File: src/rtl/io_bus_arbiter.sv
// Two-master arbiter and sequencer for the shared 16-bit peripheral I/O bus.
// One transaction at a time: IDLE -> ISSUE -> (WAIT) -> DONE, with an ack pulse in DONE.
module io_bus_arbiter #(
    parameter int unsigned RD_LAT     = 1,
    parameter bit          PRIO_FIXED = 1'b0
) (
    input  logic        sys_clk_i,
    input  logic        sys_rst_i,
    input  logic        m0_req,
    input  logic        m0_wr,
    input  logic [15:0] m0_addr,
    input  logic [15:0] m0_wdata,
    output logic        m0_ack,
    output logic [15:0] m0_rdata,
    input  logic        m1_req,
    input  logic        m1_wr,
    input  logic [15:0] m1_addr,
    input  logic [15:0] m1_wdata,
    output logic        m1_ack,
    output logic [15:0] m1_rdata,
    output logic        io_rd,
    output logic        io_wr,
    output logic [15:0] io_addr,
    output logic [15:0] io_dout,
    input  logic [15:0] io_din,
    output logic [1:0]  grant,
    output logic        busy
);

    typedef enum logic [1:0] {IDLE, ISSUE, WAIT, DONE} state_t;

    localparam logic [1:0] LAT2 = 2'(RD_LAT);

    state_t      state_q, state_d;
    logic        wr_q, wr_d;
    logic [15:0] addr_q, addr_d;
    logic [15:0] wdata_q, wdata_d;
    logic [1:0]  grant_q, grant_d;
    logic        last_q, last_d;    // 1 = master 1 was granted last
    logic [1:0]  cnt_q, cnt_d;
    logic [15:0] rdata0_q, rdata0_d;
    logic [15:0] rdata1_q, rdata1_d;
    logic        pick1;

    always_ff @(posedge sys_clk_i or negedge sys_rst_i) begin
        if (!sys_rst_i) begin
            state_q  <= IDLE;
            wr_q     <= 1'b0;
            addr_q   <= '0;
            wdata_q  <= '0;
            grant_q  <= '0;
            last_q   <= 1'b1;
            cnt_q    <= '0;
            rdata0_q <= '0;
            rdata1_q <= '0;
        end else begin
            state_q  <= state_d;
            wr_q     <= wr_d;
            addr_q   <= addr_d;
            wdata_q  <= wdata_d;
            grant_q  <= grant_d;
            last_q   <= last_d;
            cnt_q    <= cnt_d;
            rdata0_q <= rdata0_d;
            rdata1_q <= rdata1_d;
        end
    end

    // Master 1 wins when alone, or on a tie under round-robin when master 0 went last.
    assign pick1 = m1_req & (~m0_req | (~PRIO_FIXED & ~last_q));

    always_comb begin
        state_d  = state_q;
        wr_d     = wr_q;
        addr_d   = addr_q;
        wdata_d  = wdata_q;
        grant_d  = grant_q;
        last_d   = last_q;
        cnt_d    = cnt_q;
        rdata0_d = rdata0_q;
        rdata1_d = rdata1_q;
        io_rd    = 1'b0;
        io_wr    = 1'b0;
        io_addr  = '0;
        io_dout  = '0;
        m0_ack   = 1'b0;
        m1_ack   = 1'b0;

        case (state_q)
            IDLE: begin
                grant_d = '0;
                if (m0_req || m1_req) begin
                    wr_d    = pick1 ? m1_wr    : m0_wr;
                    addr_d  = pick1 ? m1_addr  : m0_addr;
                    wdata_d = pick1 ? m1_wdata : m0_wdata;
                    grant_d = pick1 ? 2'b10 : 2'b01;
                    last_d  = pick1;
                    state_d = ISSUE;
                end
            end
            ISSUE: begin
                io_addr = addr_q;
                if (wr_q) begin
                    io_wr   = 1'b1;
                    io_dout = wdata_q;
                    if (grant_q[0]) rdata0_d = '0;
                    else            rdata1_d = '0;
                    state_d = DONE;
                end else begin
                    io_rd = 1'b1;
                    if (RD_LAT == 0) begin
                        if (grant_q[0]) rdata0_d = io_din;
                        else            rdata1_d = io_din;
                        state_d = DONE;
                    end else begin
                        cnt_d   = LAT2;
                        state_d = WAIT;
                    end
                end
            end
            WAIT: begin
                io_addr = addr_q;
                cnt_d   = cnt_q - 2'd1;
                if (cnt_q == 2'd1) begin
                    if (grant_q[0]) rdata0_d = io_din;
                    else            rdata1_d = io_din;
                    state_d = DONE;
                end
            end
            DONE: begin
                m0_ack  = grant_q[0];
                m1_ack  = grant_q[1];
                grant_d = '0;
                state_d = IDLE;
            end
            default: state_d = IDLE;
        endcase
    end

    assign m0_rdata = rdata0_q;
    assign m1_rdata = rdata1_q;
    assign grant    = grant_q;
    assign busy     = (state_q != IDLE);

endmodule

File: config.mk
export PLATFORM = sky130hd
export DESIGN_NAME = io_bus_arbiter
export DESIGN_NICKNAME = d
export VERILOG_FILES = /design/src/rtl/io_bus_arbiter.sv
export SDC_FILE = /design/constraint.sdc
export NUM_CORES = 1
export LEC_CHECK = 0
export ABC_AREA = 1
export CORE_ASPECT_RATIO = 1.1
export CORE_MARGIN = 1
export CORE_UTILIZATION = 44
export DETAILED_ROUTE_END_ITERATION = 12
export GPL_ROUTABILITY_DRIVEN = 1
export PLACE_DENSITY_LB_ADDON = 0.12
export SLEW_MARGIN = 20
export SYNTH_ARGS = -nofsm -noshare
export SYNTH_HDL_FRONTEND = slang
export SYNTH_SLANG_ARGS = --single-unit
File: constraint.sdc
create_clock -name sys_clk_i -period 2.3 [get_ports sys_clk_i]
set_input_delay 0.46 -clock sys_clk_i [delete_from_list [all_inputs] [get_ports sys_clk_i]]
set_output_delay 0.46 -clock sys_clk_i [all_outputs]
set_load 0.01 [all_outputs]
==> flow_metrics.py, run 1 <==
metrics = {
    "final_layout": {
        "layoutNonFillerInstCount": 834,
        "n_fill_cell": 800,
        "fin_nets": 810,
        "multi_input_area_mm2": 0.00171,
        "antenna_cells": 0,
        "fin_util_pct": 67.6,
        "seqCellArea_mm2": 0.00180,
        "postLayoutCellArea_mm2": 0.00597,
        "drive_above_1_share_pct": 7.92,
        "syn_to_final_growth_pct": 49.8,
    },
    "floorplan": {
        "chipHeight_um": 102,
        "core_mm2": 0.00883,
        "dieArea_mm2": 0.00945,
        "placementRows": 36,
        "initial_core_util_pct": 45.2,
        "io_pins": 157,
        "dieWidth_um": 92.8,
    },
    "routing": {
        "postRouteAntennaNets": 0,
        "drt_first_pass_iters": 4,
        "drc": 0,
        "wl_um": 9960,
        "first_iter_violations": 143,
        "wl_per_cell_um": 11.9,
        "vias_per_cell": 4.71,
        "vias": 3930,
    },
    "timing": {
        "final_hold_viol_count": 0,
        "period_needed_ns": 2.21,
        "fmax_mhz": 453,
        "rsz0062_at_grt": "false",
        "setup_ws_ns": 0.0906,
        "worst_clock_skew_ns": 0.0108,
        "finalMaxSlewViolations": 0,
        "setup_viol": 0,
        "slew-limit-headroom_pct": 64.1,
        "max_slew.worst_pin.slew_ns": 0.537,
        "fin_crit_sh_pct": 96.1,
    },
    "global_routing": {
        "grt_max_degree": 43,
        "grt_pass1_wl_um": 16400,
        "track_usage_pct": 21.7,
        "grt_pass1_vias": 3655,
        "grt_overflow_total": 0,
        "antenna_found_initial": 0,
    },
    "logic_synthesis": {
        "synth_compound_area_share_pct": 3.30,
        "synth_xor_area_share_pct": 0,
        "ys_types": 22,
        "synth_nets": 652,
        "ys_seq_elements": 72,
        "yosys.area.top_type": "dfrtp_1",
        "synth-simple-area-share_pct": 35.8,
        "synth_area_per_cell_um2": 7.14,
        "synth_mux_area_share_pct": 0,
        "synth_top_family_by_area": "simple AND/OR/NAND/NOR gates",
        "yosys_warnings": 0,
        "ys_top_cells_by_area": "dfrtp_1, nand2_1, nand3_1",
        "syn_inst": 558,
        "synth_top_area_share_pct": 44.6,
        "synthAdderAreaFrac_pct": 2.51,
        "synth_area_mm2": 0.00399,
        "seq_area_frac_synth_pct": 45.2,
    },
    "placed_design": {
        "dpl.cell_count": 814,
        "place_area_mm2": 0.00567,
        "place.gp.congestion": 0.777,
        "hpwl_um": 7160,
        "io_buffers": 156,
        "preCtsSetupSlack_ns": 0.153,
    },
    "setup_path": {
        "slowest_delay_ns": 0.44,
        "worst-path-max-fanout": 9,
        "path_cells": "inv_2 > ha_4 > buf_12 > buf_4 > nand2_1 > inv_1 > dlygate4sd2_1",
        "cp-end-kind": "output port",
        "critPathRequiredTime_ns": 1.84,
        "worstPathArrival_ns": 1.75,
        "crit_type": "flip-flop to output port",
        "cp-start-kind": "flip-flop",
        "slowest_stage": "dfrtp_2",
    },
    "clock_tree": {
        "htreeDepth": 3,
        "clockBufferDepth": 2,
        "clock_sinks": 72,
        "cts_tree": "built",
        "cts_made_buffers": 9,
        "clockRootBuffer": "clkbuf_8",
        "clk_pin_slew_ns": 0.08,
        "clk_latency_ns": 0.34,
    },
    "pwr": {
        "power.leakage_nw": 3.57,
        "p_per_area_mw_per_mm2": 1230,
        "p_total_mw": 7.34,
        "ir_drop_mv": 0.628,
    },
    "worst_hold_path": {
        "hp-class": "primary input to async pin",
    },
    "run": {
        "cap_violations": 0,
    },
    "outcome": {
        "run_status": "finished, final reports clean",
    },
}
metrics by stage:
step | TNS [ns] | hold WS [ns]
global route | 0 | 0.123
detailed placement | 0 | 0.457
finish | 0 | 0.0818
global placement | 0 | 0.453
floorplan | 0 | 0.164
CTS | -0.916 | 0.106
final cells by class:
type	instances	area share, %
Multi-Input combinational cell	364	28.6
Tap cell	114	2.39
Timing Repair Buffer	174	29.6
Inverter	95	6.06
Sequential cell	72	30.2
Clock inverter	6	1.03
Clock buffer	9	2.07
placed cells by master (no fill, tap or decap):
| cell | count |
|---|---|
| a21oi_1 | 1 |
| buf_12 | 4 |
| buf_4 | 15 |
| bufinv_16 | 1 |
| clkbuf_8 | 9 |
| clkdlybuf4s50_1 | 122 |
| clkinv_2 | 3 |
| clkinv_4 | 1 |
| clkinvlp_4 | 1 |
| dfrtp_1 | 70 |
| dfrtp_2 | 1 |
| dfstp_2 | 1 |
| dlygate4sd2_1 | 16 |
| dlymetal6s2s_1 | 17 |
| ha_1 | 4 |
| ha_2 | 1 |
| ha_4 | 3 |
| inv_1 | 91 |
| inv_2 | 2 |
| inv_4 | 2 |
| nand2_1 | 217 |
| nand2_2 | 2 |
| nand2_4 | 2 |
| nand2_8 | 1 |
| nand3_1 | 84 |
| nand3b_1 | 1 |
| nor2_1 | 18 |
| nor2_2 | 1 |
| nor2_4 | 6 |
| o21ai_0 | 22 |
| o21ai_4 | 1 |
cells in the mapped netlist:
master,count
nand3_1,84
inv_4,1
nand2_1,217
inv_2,1
nand2_4,2
clkbuf_1,5
buf_6,3
buf_4,9
buf_2,8
nand3b_1,1
nor2_1,18
nor2_4,6
o21ai_4,1
inv_1,93
ha_1,8
nand2_2,3
buf_1,2
o21ai_0,22
dfstp_2,1
dfrtp_1,71
nor2_2,1
a21oi_1,1
registers in the layout (all words and copies together), names as in the netlist:
name and flops:
addr_q 16, cnt_q 2, grant 2, last_q 1, m0_rdata 16, m1_rdata 16, state_q 2, wdata_q 16
wr_q 1
per-layer routing:
layer	vias to the layer above	GRT usage, %	wire length [um]
li1	1988	-	-
met1	1819	26.1	4170
met2	112	38.9	5080
met3	11	5.21	587
met4	0	6.39	127
met5	-	0	0
critical path: cells and delay by family, from the launching register on:
kind / cells / cell delay [ns]
flip-flops: 1 / 0.44
AND/OR/NAND/NOR: 1 / 0.06
adder cells (fa/ha/maj): 1 / 0.21
buffers and inverters: 5 / 0.68
repair_timing:
item                                    CTS  global route
resized for setup                        19            26
buffers inserted                          5             0
pin swaps                                 1             0
hold buffers                              0             0
endpoints found under the setup margin   34            31
path summary, 6_finish.rpt:
kind	from	to	slack [ns]	cells after the start
min	sys_rst_i	m1_rdata[1]	0.08	1
max	state_q[0]	io_addr[10]	0.09	7
max reg2reg	state_q[0]	m1_rdata[14]	0.38	8
min in group sys_clk_i	m1_rdata[4]	m1_rdata[4]	0.47	2
min reg2reg	m1_rdata[4]	m1_rdata[4]	0.47	2
max in group asynchronous	sys_rst_i	m1_rdata[12]	1.64	2
where the power goes:
group	switching, mW	total [mW]	leakage, nW	internal (mW)
sequential	0.341	2.24	0.922	1.90
clock	0.461	0.951	0.0948	0.491
combinational	2.28	4.15	2.56	1.87
cell families (layout without fill, tap and decap cells):
| family | after synthesis | after routing |
|---|---|---|
| AOI/OAI and AO/OA | 24 | 24 |
| buffers and inverters | 122 | 284 |
| adders and majority gates | 8 | 8 |
| and+or+nand+nor | 332 | 332 |
| DFF | 72 | 72 |
Power figures use the tool's default switching activity.
==> run 2: changes to the inputs <==
Clock period 2.3 ns to 2.45 ns, I/O delays scaled along.
==> flow_metrics.py, run 2 (same netlist as run 1, synthesis figures left out) <==
metrics = {
    "outcome": {
        "run_status": "finished, final reports clean",
    },
    "placed_design": {
        "place_area_mm2": 0.00563,
        "io_buffers": 156,
        "place.gp.congestion": 0.816,
        "hpwl_um": 7240,
        "preCtsSetupSlack_ns": 0.173,
    },
    "timing": {
        "setup_viol": 0,
        "final_hold_viol_count": 0,
        "slew-limit-headroom_pct": 64.2,
        "finalMaxSlewViolations": 0,
        "setup_ws_ns": 0.0794,
        "period_needed_ns": 2.37,
        "max_slew.worst_pin.slew_ns": 0.535,
        "whs_ns": 0.0803,
        "fin_setup_tns_ns": 0,
        "worst_clock_skew_ns": 0.00619,
        "fmax_mhz": 422,
        "fin_crit_sh_pct": 96.8,
    },
    "routing": {
        "vias_per_cell": 4.68,
        "drc": 0,
        "wl_um": 10100,
        "postRouteAntennaNets": 0,
        "first_iter_violations": 128,
        "vias": 3875,
        "drt_first_pass_iters": 7,
        "wl_per_cell_um": 12.2,
    },
    "clock_tree": {
        "cts_tree": "built",
        "htreeDepth": 3,
        "clockBufferDepth": 2,
        "cts_made_buffers": 9,
        "clockRootBuffer": "clkbuf_8",
        "clk_latency_ns": 0.34,
        "clock_sinks": 72,
        "clk_pin_slew_ns": 0.07,
    },
    "floorplan": {
        "dieArea_mm2": 0.00945,
        "core_mm2": 0.00883,
        "placementRows": 36,
        "chipHeight_um": 102,
        "io_pins": 157,
        "initial_core_util_pct": 45.2,
        "dieWidth_um": 92.8,
    },
    "final_layout": {
        "antenna_cells": 0,
        "multi_input_area_mm2": 0.00170,
        "seqCellArea_mm2": 0.00180,
        "final_cell_mix": "nand2_1, clkdlybuf4s50_1, inv_1",
        "postLayoutCellArea_mm2": 0.00594,
        "final_common_cell": "nand2_1",
        "syn_to_final_growth_pct": 49.1,
        "drive_above_1_share_pct": 7.14,
        "fin_nets": 803,
        "n_fill_cell": 815,
    },
    "pwr": {
        "power.leakage_nw": 3.37,
        "ir_drop_mv": 0.554,
        "p_per_area_mw_per_mm2": 1180,
    },
    "setup_path": {
        "cp-end-kind": "output port",
        "worst-path-max-fanout": 19,
        "path_cells": "inv_2 > ha_4 > buf_12 > nand2_1 > inv_1 > clkdlybuf4s50_1",
        "crit_buf_inv": 4,
        "cp-start-kind": "flip-flop",
        "critPathRequiredTime_ns": 1.96,
        "crit_cells": 6,
        "ff2ff_path_depth": 7,
        "worstPathArrival_ns": 1.88,
        "slowest_delay_ns": 0.53,
        "crit_type": "flip-flop to output port",
        "crit_family": "buffers and inverters",
        "slowest_stage": "clkdlybuf4s50_1",
    },
    "global_routing": {
        "grt_pass1_vias": 3680,
        "track_usage_pct": 22.1,
        "grt_overflow_total": 0,
        "grt_max_degree": 42,
        "grt_pass1_wl_um": 16600,
        "antenna_found_initial": 0,
    },
    "worst_hold_path": {
        "hp-class": "primary input to async pin",
    },
    "run": {
        "cap_violations": 0,
    },
}
-- run 2: changes by cell type in the layout (fill, tap and decap cells not counted), moves of 7 or more --
cell,change
dlygate4sd2_1,-15
clkdlybuf4s50_1,+22
buf_4,-7
dlymetal6s2s_1,-7
-- run 2: stage by stage --
| stage | power, mW | util (%) | instances |
|---|---|---|---|
| 3_3_place_gp | 5.83 | 63.8 | 809 |
| 2_1_floorplan | 4.27 | - | 558 |
| 6_report | 7.00 | 67.3 | 828 |
| 5_1_grt | 7.60 | 67.3 | 828 |
| 4_1_cts | 7.00 | 66.5 | 827 |
| 3_5_place_dp | 5.91 | 63.8 | 809 |
-- run 2: worst paths after layout --
path | startpoint | to | slack [ns]
setup / recovery | state_q[0] | io_addr[11] | 0.08
hold / removal | sys_rst_i | m1_rdata[1] | 0.08
setup reg to reg | state_q[0] | m1_rdata[3] | 0.62
hold reg to reg | m0_rdata[5] | m0_rdata[5] | 0.47
max in group asynchronous | sys_rst_i | addr_q[5] | 1.81
min in group sys_clk_i | m0_rdata[5] | m0_rdata[5] | 0.47
-- run 2: report_power, final --
group | total, mW | leakage (nW) | internal, mW | switching (mW)
Clock | 1.03 | 0.112 | 0.596 | 0.439
Sequential | 2.10 | 0.922 | 1.78 | 0.315
Combinational | 3.87 | 2.33 | 1.76 | 2.12
Total | 7.00 | 3.37 | 4.13 | 2.87
-- run 2: layout make-up --
cell class | count | area share (%)
tap | 114 | 2.40
timing repair buffer | 167 | 28.9
clock inverter | 6 | 1.39
clock buffer | 10 | 2.32
multi-input combinational | 364 | 28.6
sequential | 72 | 30.4
inverter | 95 | 6.04
-- run 2: metal layers --
metal / vias up / routed length [um] / track usage (%) / share of wire, %
li1: 1982 / - / - / -
met1: 1771 / 4300 / 26.3 / 43
met2: 109 / 4980 / 39.4 / 49
met3: 13 / 645 / 4.76 / 6.4
met4: 0 / 140 / 8.28 / 1.4
met5: - / 0 / 0 / 0
-- run 2: repair_timing --
action | in CTS | in global routing
setup buffers | 2 | 1
hold buffers | 0 | 0
endpoints found under the setup margin | 31 | 32
resized for setup | 4 | 17
